==> src/rtl/quad_pkg.sv <==
// Shared quadrature definitions: phase encodings and
// transition classification for decoder/encoder blocks.
package quad_pkg;

    typedef enum logic [1:0] {
        P00 = 2'b00,
        P01 = 2'b01,
        P11 = 2'b11,
        P10 = 2'b10
    } phase_t;

    typedef enum logic [1:0] {
        T_HOLD = 2'd0,
        T_FWD  = 2'd1,
        T_BWD  = 2'd2,
        T_ILL  = 2'd3
    } trans_t;

    localparam int FILT_MAX = 15;

    function automatic phase_t fwd_next(phase_t p);
        phase_t n;
        unique case (p)
            P00: n = P01;
            P01: n = P11;
            P11: n = P10;
            default: n = P00;
        endcase
        return n;
    endfunction

    function automatic trans_t classify(phase_t from, phase_t to);
        trans_t t;
        if (from == to)
            t = T_HOLD;
        else if (to == fwd_next(from))
            t = T_FWD;
        else if (from == fwd_next(to))
            t = T_BWD;
        else
            t = T_ILL;
        return t;
    endfunction

endpackage

==> src/rtl/quad_sync_filter.sv <==
// Two-flop synchronizer plus run-length glitch filter for
// one quadrature phase; valid rises on the first accepted level.
module quad_sync_filter #(
    parameter int FILT = 2
) (
    input  logic clk,
    input  logic reset,
    input  logic din,
    output logic dout,
    output logic valid
);

    localparam logic [3:0] CMAX = 4'(FILT);

    logic       s1, s2;
    logic       v1, v2;
    logic       cand;
    logic [3:0] cnt;
    logic       acc, acc_v;

    // v1/v2 mask the reset zeros still flushing out of s1/s2
    always_ff @(posedge clk) begin
        if (reset) begin
            s1    <= 1'b0;
            s2    <= 1'b0;
            v1    <= 1'b0;
            v2    <= 1'b0;
            cand  <= 1'b0;
            cnt   <= 4'd0;
            acc   <= 1'b0;
            acc_v <= 1'b0;
        end else begin
            s1 <= din;
            s2 <= s1;
            v1 <= 1'b1;
            v2 <= v1;
            if (v2) begin
                if (s2 != cand) begin
                    cand <= s2;
                    cnt  <= 4'd1;
                end else if (cnt != CMAX) begin
                    cnt <= cnt + 4'd1;
                end
            end
            if (cnt == CMAX) begin
                acc   <= cand;
                acc_v <= 1'b1;
            end
        end
    end

    assign dout  = acc;
    assign valid = acc_v;

endmodule

==> src/rtl/quad_decoder.sv <==
// Quadrature decoder: filtered A/B phases drive a 4-state
// phase tracker and a modulo-2^N position counter.
module quad_decoder #(
    parameter int N    = 4,
    parameter int FILT = 2
) (
    input  logic         clk,
    input  logic         reset,
    input  logic         a_in,
    input  logic         b_in,
    input  logic         enable,
    input  logic         clear,
    output logic [N-1:0] pos,
    output logic         dir,
    output logic         step,
    output logic         err
);

    import quad_pkg::*;

    logic a_f, a_v, b_f, b_v;

    quad_sync_filter #(.FILT(FILT)) u_sync_a (
        .clk   (clk),
        .reset (reset),
        .din   (a_in),
        .dout  (a_f),
        .valid (a_v)
    );

    quad_sync_filter #(.FILT(FILT)) u_sync_b (
        .clk   (clk),
        .reset (reset),
        .din   (b_in),
        .dout  (b_f),
        .valid (b_v)
    );

    phase_t       ab_f;
    trans_t       trans;
    phase_t       phase_q, phase_d;
    logic         init_q, init_d;
    logic [N-1:0] pos_q, pos_d;
    logic         dir_q, dir_d;
    logic         step_q, step_d;
    logic         err_q, err_d;

    assign ab_f  = phase_t'({a_f, b_f});
    assign trans = classify(phase_q, ab_f);

    always_comb begin
        phase_d = phase_q;
        init_d  = init_q;
        pos_d   = pos_q;
        dir_d   = dir_q;
        step_d  = 1'b0;
        err_d   = err_q;
        if (a_v && b_v) begin
            phase_d = ab_f;
            init_d  = 1'b1;
            // first accepted value only seeds the phase
            if (init_q) begin
                unique case (trans)
                    T_FWD: if (enable) begin
                        pos_d  = pos_q + N'(1);
                        dir_d  = 1'b1;
                        step_d = 1'b1;
                    end
                    T_BWD: if (enable) begin
                        pos_d  = pos_q - N'(1);
                        dir_d  = 1'b0;
                        step_d = 1'b1;
                    end
                    T_ILL: err_d = 1'b1;
                    default: ;
                endcase
            end
        end
        if (clear) begin
            pos_d  = '0;
            err_d  = 1'b0;
            step_d = 1'b0;
        end
    end

    always_ff @(posedge clk) begin
        if (reset) begin
            phase_q <= P00;
            init_q  <= 1'b0;
            pos_q   <= '0;
            dir_q   <= 1'b0;
            step_q  <= 1'b0;
            err_q   <= 1'b0;
        end else begin
            phase_q <= phase_d;
            init_q  <= init_d;
            pos_q   <= pos_d;
            dir_q   <= dir_d;
            step_q  <= step_d;
            err_q   <= err_d;
        end
    end

    assign pos  = pos_q;
    assign dir  = dir_q;
    assign step = step_q;
    assign err  = err_q;

endmodule

==> config.mk <==
export PLATFORM = sky130hd
export DESIGN_NAME = quad_decoder
export DESIGN_NICKNAME = d
export VERILOG_FILES = /design/src/rtl/quad_pkg.sv /design/src/rtl/quad_sync_filter.sv /design/src/rtl/quad_decoder.sv
export SDC_FILE = /design/constraint.sdc
export NUM_CORES = 1
export LEC_CHECK = 0
export ABC_AREA = 1
export CELL_PAD_IN_SITES_DETAIL_PLACEMENT = 1
export CELL_PAD_IN_SITES_GLOBAL_PLACEMENT = 2
export CORE_UTILIZATION = 32
export DETAILED_ROUTE_END_ITERATION = 12
export PLACE_DENSITY_LB_ADDON = 0.1
export RECOVER_POWER = 50
export SYNTH_ARGS = -nofsm -noshare
export SYNTH_HDL_FRONTEND = slang
export SYNTH_SLANG_ARGS = --single-unit
==> constraint.sdc <==
create_clock -name clk -period 2.2 [get_ports clk]
set_input_delay 0.33 -clock clk [delete_from_list [all_inputs] [get_ports clk]]
set_output_delay 0.33 -clock clk [all_outputs]
set_load 0.01 [all_outputs]
==> results of run 1 <==
[worst register-to-register path: stages, from the launching register on]
cell and delay [ns]:
dfxtp_1 0.40, xor2_1 0.19, or2_1 0.14, nand2_2 0.06
ha_1 0.25, ha_1 0.34, a21oi_1 0.20, nand2_1 0.09
nand2_1 0.07, nand2_1 0.05, a21oi_2 0.10
[registers in the layout, summed over array words and instances, names as in the netlist, 2 cells and up]
name,count
phase_q,2
pos,4
u_sync_a.cnt,4
u_sync_b.cnt,4
[stage by stage]
stage	utilization (%)	hold slack (ns)
floorplan	-	0.388
global placement	37.9	0.391
detailed placement	37.9	0.399
CTS	39.9	0.409
global route	39.7	0.442
finish	39.7	0.407
[cell usage in the layout, fill, tap and decap left out, types with 4 or more instances in the layout]
cell type,netlist,final
a21oi_1,10,10
a21oi_2,5,5
clkbuf_8,0,6
clkdlybuf4s50_1,0,11
dfxtp_1,30,30
ha_1,9,9
inv_1,27,27
nand2_1,39,39
nand2_2,7,7
nand3_1,6,6
nand4_1,6,6
nor2_1,35,36
o21ai_0,7,7
xnor2_1,4,4
[final timing paths]
path	slack [ns]	endpoint	start	depth (start not counted)
hold / removal	0.41	u_sync_a.s2$_SDFF_PP0_	u_sync_a.s1$_SDFF_PP0_	2
hold reg to reg	0.41	u_sync_a.s2$_SDFF_PP0_	u_sync_a.s1$_SDFF_PP0_	2
setup reg to reg	0.27	pos[3]$_SDFFE_PP0P_	u_sync_b.dout$_SDFFE_PP0N_	10
setup / recovery	0.27	pos[3]$_SDFFE_PP0P_	u_sync_b.dout$_SDFFE_PP0N_	10
[cell type report]
cell class / instances / area (sq um) / share of cell area [%]
inverter: 31 / 121 / 6.88
sequential: 30 / 601 / 34.1
clock buffer: 7 / 86.3 / 4.90
clock inverter: 1 / 5.00 / 0.284
multi-input combinational: 139 / 761 / 43.2
timing repair buffer: 13 / 124 / 7.03
tap: 52 / 65.1 / 3.69
[per-layer routing]
layer  routed length (um)  track usage (%)  up-vias
met2                 1750             29.4       13
met1                 1450             15.7      596
met4                   40             4.67        0
met5                    0                0        -
li1                     -                -      661
met3                   79             2.99        5
[kinds of logic after synthesis]
group | share of synthesized area (%)
adder cells (fa/ha/maj) | 8.80
XOR/XNOR | 2.90
AND/OR/NAND/NOR | 30.0
buffers and inverters | 9.21
flip-flops | 39.8
AO/OA/AOI/OAI | 9.21
[report_power, final]
group          internal (uW)  total, uW  switching, uW
Combinational           33.5       88.1           54.6
Clock                    252        456            204
Sequential               557        573           15.0
Total                    843       1120            274
==> flow_summary.json, run 1 <==
{
  "wirelength_mm": 3.33,
  "coreArea_sq_um": 4440,
  "clk_pin_slew_ns": 0.07,
  "gr-usage-all-layers_pct": 14.9,
  "synth_seq_area_share_pct": 39.8,
  "crit_top_cell": "nand2_1",
  "cp.required_ns": 2.42,
  "syn_inst": 203,
  "finalInstanceArea_sq_um": 1760,
  "slew_violations": 0,
  "critPathMaxFanout": 4,
  "ys.flop_type": "dfxtp_1",
  "crit_slowest_cell": "dfxtp_1",
  "fin_cells": 273,
  "wl_per_cell_um": 12.2,
  "root_buffer": "clkbuf_8",
  "min_period_over_period_pct": 87.5,
  "critPathBufInv": 0,
  "cp.arrival_ns": 2.14,
  "yosysTopAreaCellShare_pct": 39.8,
  "synth_edf_count": 0,
  "dieArea_sq_um": 4990,
  "maxCapViolations": 0,
  "antenna_cells": 0,
  "drive_above_1_share_pct": 12.2,
  "endpoint_kind": "flip-flop",
  "min_path_type": "reg -> reg",
  "worst_slew_pin_slew_ns": 0.644,
  "clock-skew-final_ns": 0.00760,
  "first_global_vias": 1356,
  "fmax_ghz": 0.519,
  "cpLargestDelayFamily": "adder cells",
  "avgSynthCellArea_sq_um": 7.43,
  "placed_area_sq_um": 1680,
  "synthArstFlopShare_pct": 0,
  "vias": 1275,
  "synth_most_common_cell": "nand2_1",
  "dr.pass1.iters": 8,
  "cp_cell_sequence": "xor2_1 -> or2_1 -> nand2_2 -> ha_1 -> ha_1 -> a21oi_1 -> nand2_1 -> nand2_1 -> nand2_1 -> a21oi_2",
  "numPortBuffers": 12,
  "synth_area_leader_cell": "dfxtp_1",
  "drcViolationCount": 2,
  "gr-total-overflow": 0,
  "synthDistinctLibCells": 24,
  "netlist_top_cells_area": "dfxtp_1 (40%), nand2_1 (9.7%), nor2_1 (8.7%)",
  "synthTopCellsByCount": "nand2_1 (39), nor2_1 (35), dfxtp_1 (30)",
  "viasPerCell": 4.67,
  "timing.final.hold_violations": 0,
  "grt_setup_unrepaired": "false",
  "peakVddDrop_uv": 350,
  "postCtsHoldBufs": 0,
  "hpwl_mm": 2.59,
  "leakage_uw": 0.000766,
  "tritoncts": "yes",
  "io_pins": 13,
  "die-height_um": 70.6,
  "grt_pass1_wl_mm": 5.84,
  "syn_nets": 219,
  "ys_ff_latch": 30,
  "drt_iter0_drc": 20,
  "die_w_um": 70.6,
  "antenna_found_initial": 0,
  "power_density_nw_per_um2": 633,
  "violations": "design-rule violations",
  "critPathKind": "reg -> reg",
  "setup_slack_ns": 0.275,
  "nets": 236,
  "setup_viol": 0,
  "ant_nets": 0,
  "cts_resized": 0,
  "clock_latency_ns": 0.28,
  "clock_sinks": 30,
  "start_util_pct": 33.9,
  "timing.setup.tns_ns": 0,
  "critPathLaunchType": "flip-flop",
  "dp.cells": 265,
  "grt_max_degree": 16,
  "cts.htree.levels": 2,
  "syn_area_sq_um": 1510,
  "cts_buffer_depth": 2,
  "status": "finished with violations",
  "relSlewSlack_pct": 57.1,
  "core.rowCount": 24,
  "fillers": 574,
  "post_cts_buffers": 0,
  "dp_worst_setup_slack_ns": 0.270,
  "period_needed_ns": 1.93,
  "synthToLayoutAreaGrowth_pct": 16.9,
  "place_congestion": 0.740,
  "synth_warnings": 0,
  "cts-buffers-inserted": 5,
  "power_uw": 1120,
  "max_stage_delay_ns": 0.40
}
(Power assumes the default switching activity.)
==> run 2: changes to the inputs <==
Settings changed: RECOVER_POWER 50 to unset.
==> run 2 against run 1 <==
Net effect:
- the flow still finishes with violations (design-rule violations)
- count of clock-buffer cells in the layout unchanged
- first-iteration DRC count decreased by 20%
- hold slack unchanged
- setup slack about the same
- via count about the same
- utilization increased by 0.25 points
==> flow_summary.json, run 2 (synthesis gave the netlist of run 1 again) <==
{
  "start_util_pct": 33.9,
  "drt_iter0_drc": 16,
  "dieArea_sq_um": 4990,
  "min_path_type": "reg -> reg",
  "endpoint_kind": "flip-flop",
  "post_cts_buffers": 0,
  "peakVddDrop_uv": 350,
  "cts_buffer_depth": 2,
  "clock_sinks": 30,
  "cts.htree.levels": 2,
  "clock-skew-final_ns": 0.00760,
  "clk_pin_slew_ns": 0.07,
  "antenna_found_initial": 0,
  "setup_viol": 0,
  "io_pins": 13,
  "critPathLaunchType": "flip-flop",
  "cts-buffers-inserted": 5,
  "power_uw": 1120,
  "min_period_over_period_pct": 87.5,
  "ant_nets": 0,
  "die_w_um": 70.6,
  "cp.required_ns": 2.42,
  "first_global_vias": 1356,
  "slew_violations": 0,
  "fillers": 575,
  "critPathMaxFanout": 4,
  "core.rowCount": 24,
  "fmax_ghz": 0.519,
  "worst_slew_pin_slew_ns": 0.560,
  "maxCapViolations": 0,
  "relSlewSlack_pct": 62.6,
  "critPathKind": "reg -> reg",
  "grt_max_degree": 16,
  "violations": "design-rule violations",
  "mostFrequentLayoutCells": "nand2_1 (39), nor2_1 (35), dfxtp_1 (30)",
  "wl_per_cell_um": 12.2,
  "root_buffer": "clkbuf_8",
  "leakage_uw": 0.000770,
  "wirelength_mm": 3.33,
  "antenna_cells": 0,
  "gr-total-overflow": 0,
  "timing.setup.tns_ns": 0,
  "hpwl_mm": 2.59,
  "cp.arrival_ns": 2.14,
  "nets": 236,
  "coreArea_sq_um": 4440,
  "clock_latency_ns": 0.28,
  "dr.pass1.iters": 8,
  "drcViolationCount": 2,
  "fin_cells": 273,
  "layout_commonest_cell": "nand2_1",
  "power_density_nw_per_um2": 630,
  "viasPerCell": 4.67,
  "grt_pass1_wl_mm": 5.84,
  "cts_resized": 0,
  "gr-usage-all-layers_pct": 14.9,
  "timing.final.hold_violations": 0,
  "tritoncts": "yes",
  "die-height_um": 70.6,
  "numPortBuffers": 12,
  "postCtsHoldBufs": 0,
  "status": "finished with violations",
  "grt_setup_unrepaired": "false",
  "period_needed_ns": 1.93,
  "synthToLayoutAreaGrowth_pct": 17.7,
  "dp.cells": 265,
  "vias": 1276,
  "drive_above_1_share_pct": 13.1,
  "place_congestion": 0.740
}
-- run 2: cell types whose count changed in the layout (fill, tap and decap cells not counted) --
cell	previous run	this run
clkbuf_1	2	1
nor2_4	1	2
clkdlybuf4s50_1	11	12
nor2_1	36	35
buf_4	0	1
dlygate4sd3_1	1	0
-- run 2: where the power goes --
group          internal, uW  switching [uW]
combinational          34.8            54.9
sequential              557            15.0
clock                   252             204
-- run 2: worst paths after layout --
check | from | endpoint | slack [ns] | depth (start not counted)
hold reg to reg | u_sync_a.s1$_SDFF_PP0_ | u_sync_a.s2$_SDFF_PP0_ | 0.41 | 2
setup reg to reg | u_sync_b.dout$_SDFFE_PP0N_ | pos[3]$_SDFFE_PP0P_ | 0.27 | 10
setup / recovery | u_sync_b.dout$_SDFFE_PP0N_ | pos[3]$_SDFFE_PP0P_ | 0.27 | 10
hold / removal | u_sync_a.s1$_SDFF_PP0_ | u_sync_a.s2$_SDFF_PP0_ | 0.41 | 2
-- run 2: worst max-delay path, cell delays in order (launching register included) --
cell     delay, ns
dfxtp_1       0.40
xor2_1        0.19
or2_1         0.14
nand2_2       0.06
ha_1          0.25
ha_1          0.34
a21oi_1       0.20
nand2_1       0.09
nand2_1       0.07
nand2_1       0.05
a21oi_2       0.10
-- run 2: routing by layer --
| metal | vias to the layer above | part of all wire [%] | GRT usage [%] |
|---|---|---|---|
| li1 | 661 | - | - |
| met1 | 597 | 44 | 15.7 |
| met2 | 13 | 53 | 29.4 |
| met3 | 5 | 2.4 | 2.99 |
| met4 | 0 | 1.2 | 4.67 |
| met5 | - | 0 | 0 |
-- run 2: stage by stage --
| stage | utilization (%) | area [sq um] | worst slack (ns) | hold WS, ns |
|---|---|---|---|---|
| 5_1_grt | 39.9 | 1770 | 0.0550 | 0.442 |
| 6_report | 39.9 | 1770 | 0.275 | 0.407 |
| 3_5_place_dp | 37.9 | 1680 | 0.270 | 0.399 |
| 4_1_cts | 39.9 | 1770 | 0.261 | 0.409 |
| 2_1_floorplan | - | 1510 | 0.389 | 0.388 |
| 3_3_place_gp | 37.9 | 1680 | 0.332 | 0.391 |
-- run 2: final cells by class --
type	count	area [sq um]	share of cell area (%)
tap	52	65.1	3.67
sequential	30	601	33.9
timing repair buffer	13	128	7.19
clock inverter	1	5.00	0.282
clock buffer	7	86.3	4.87
multi-input combinational	139	768	43.3
inverter	31	121	6.84
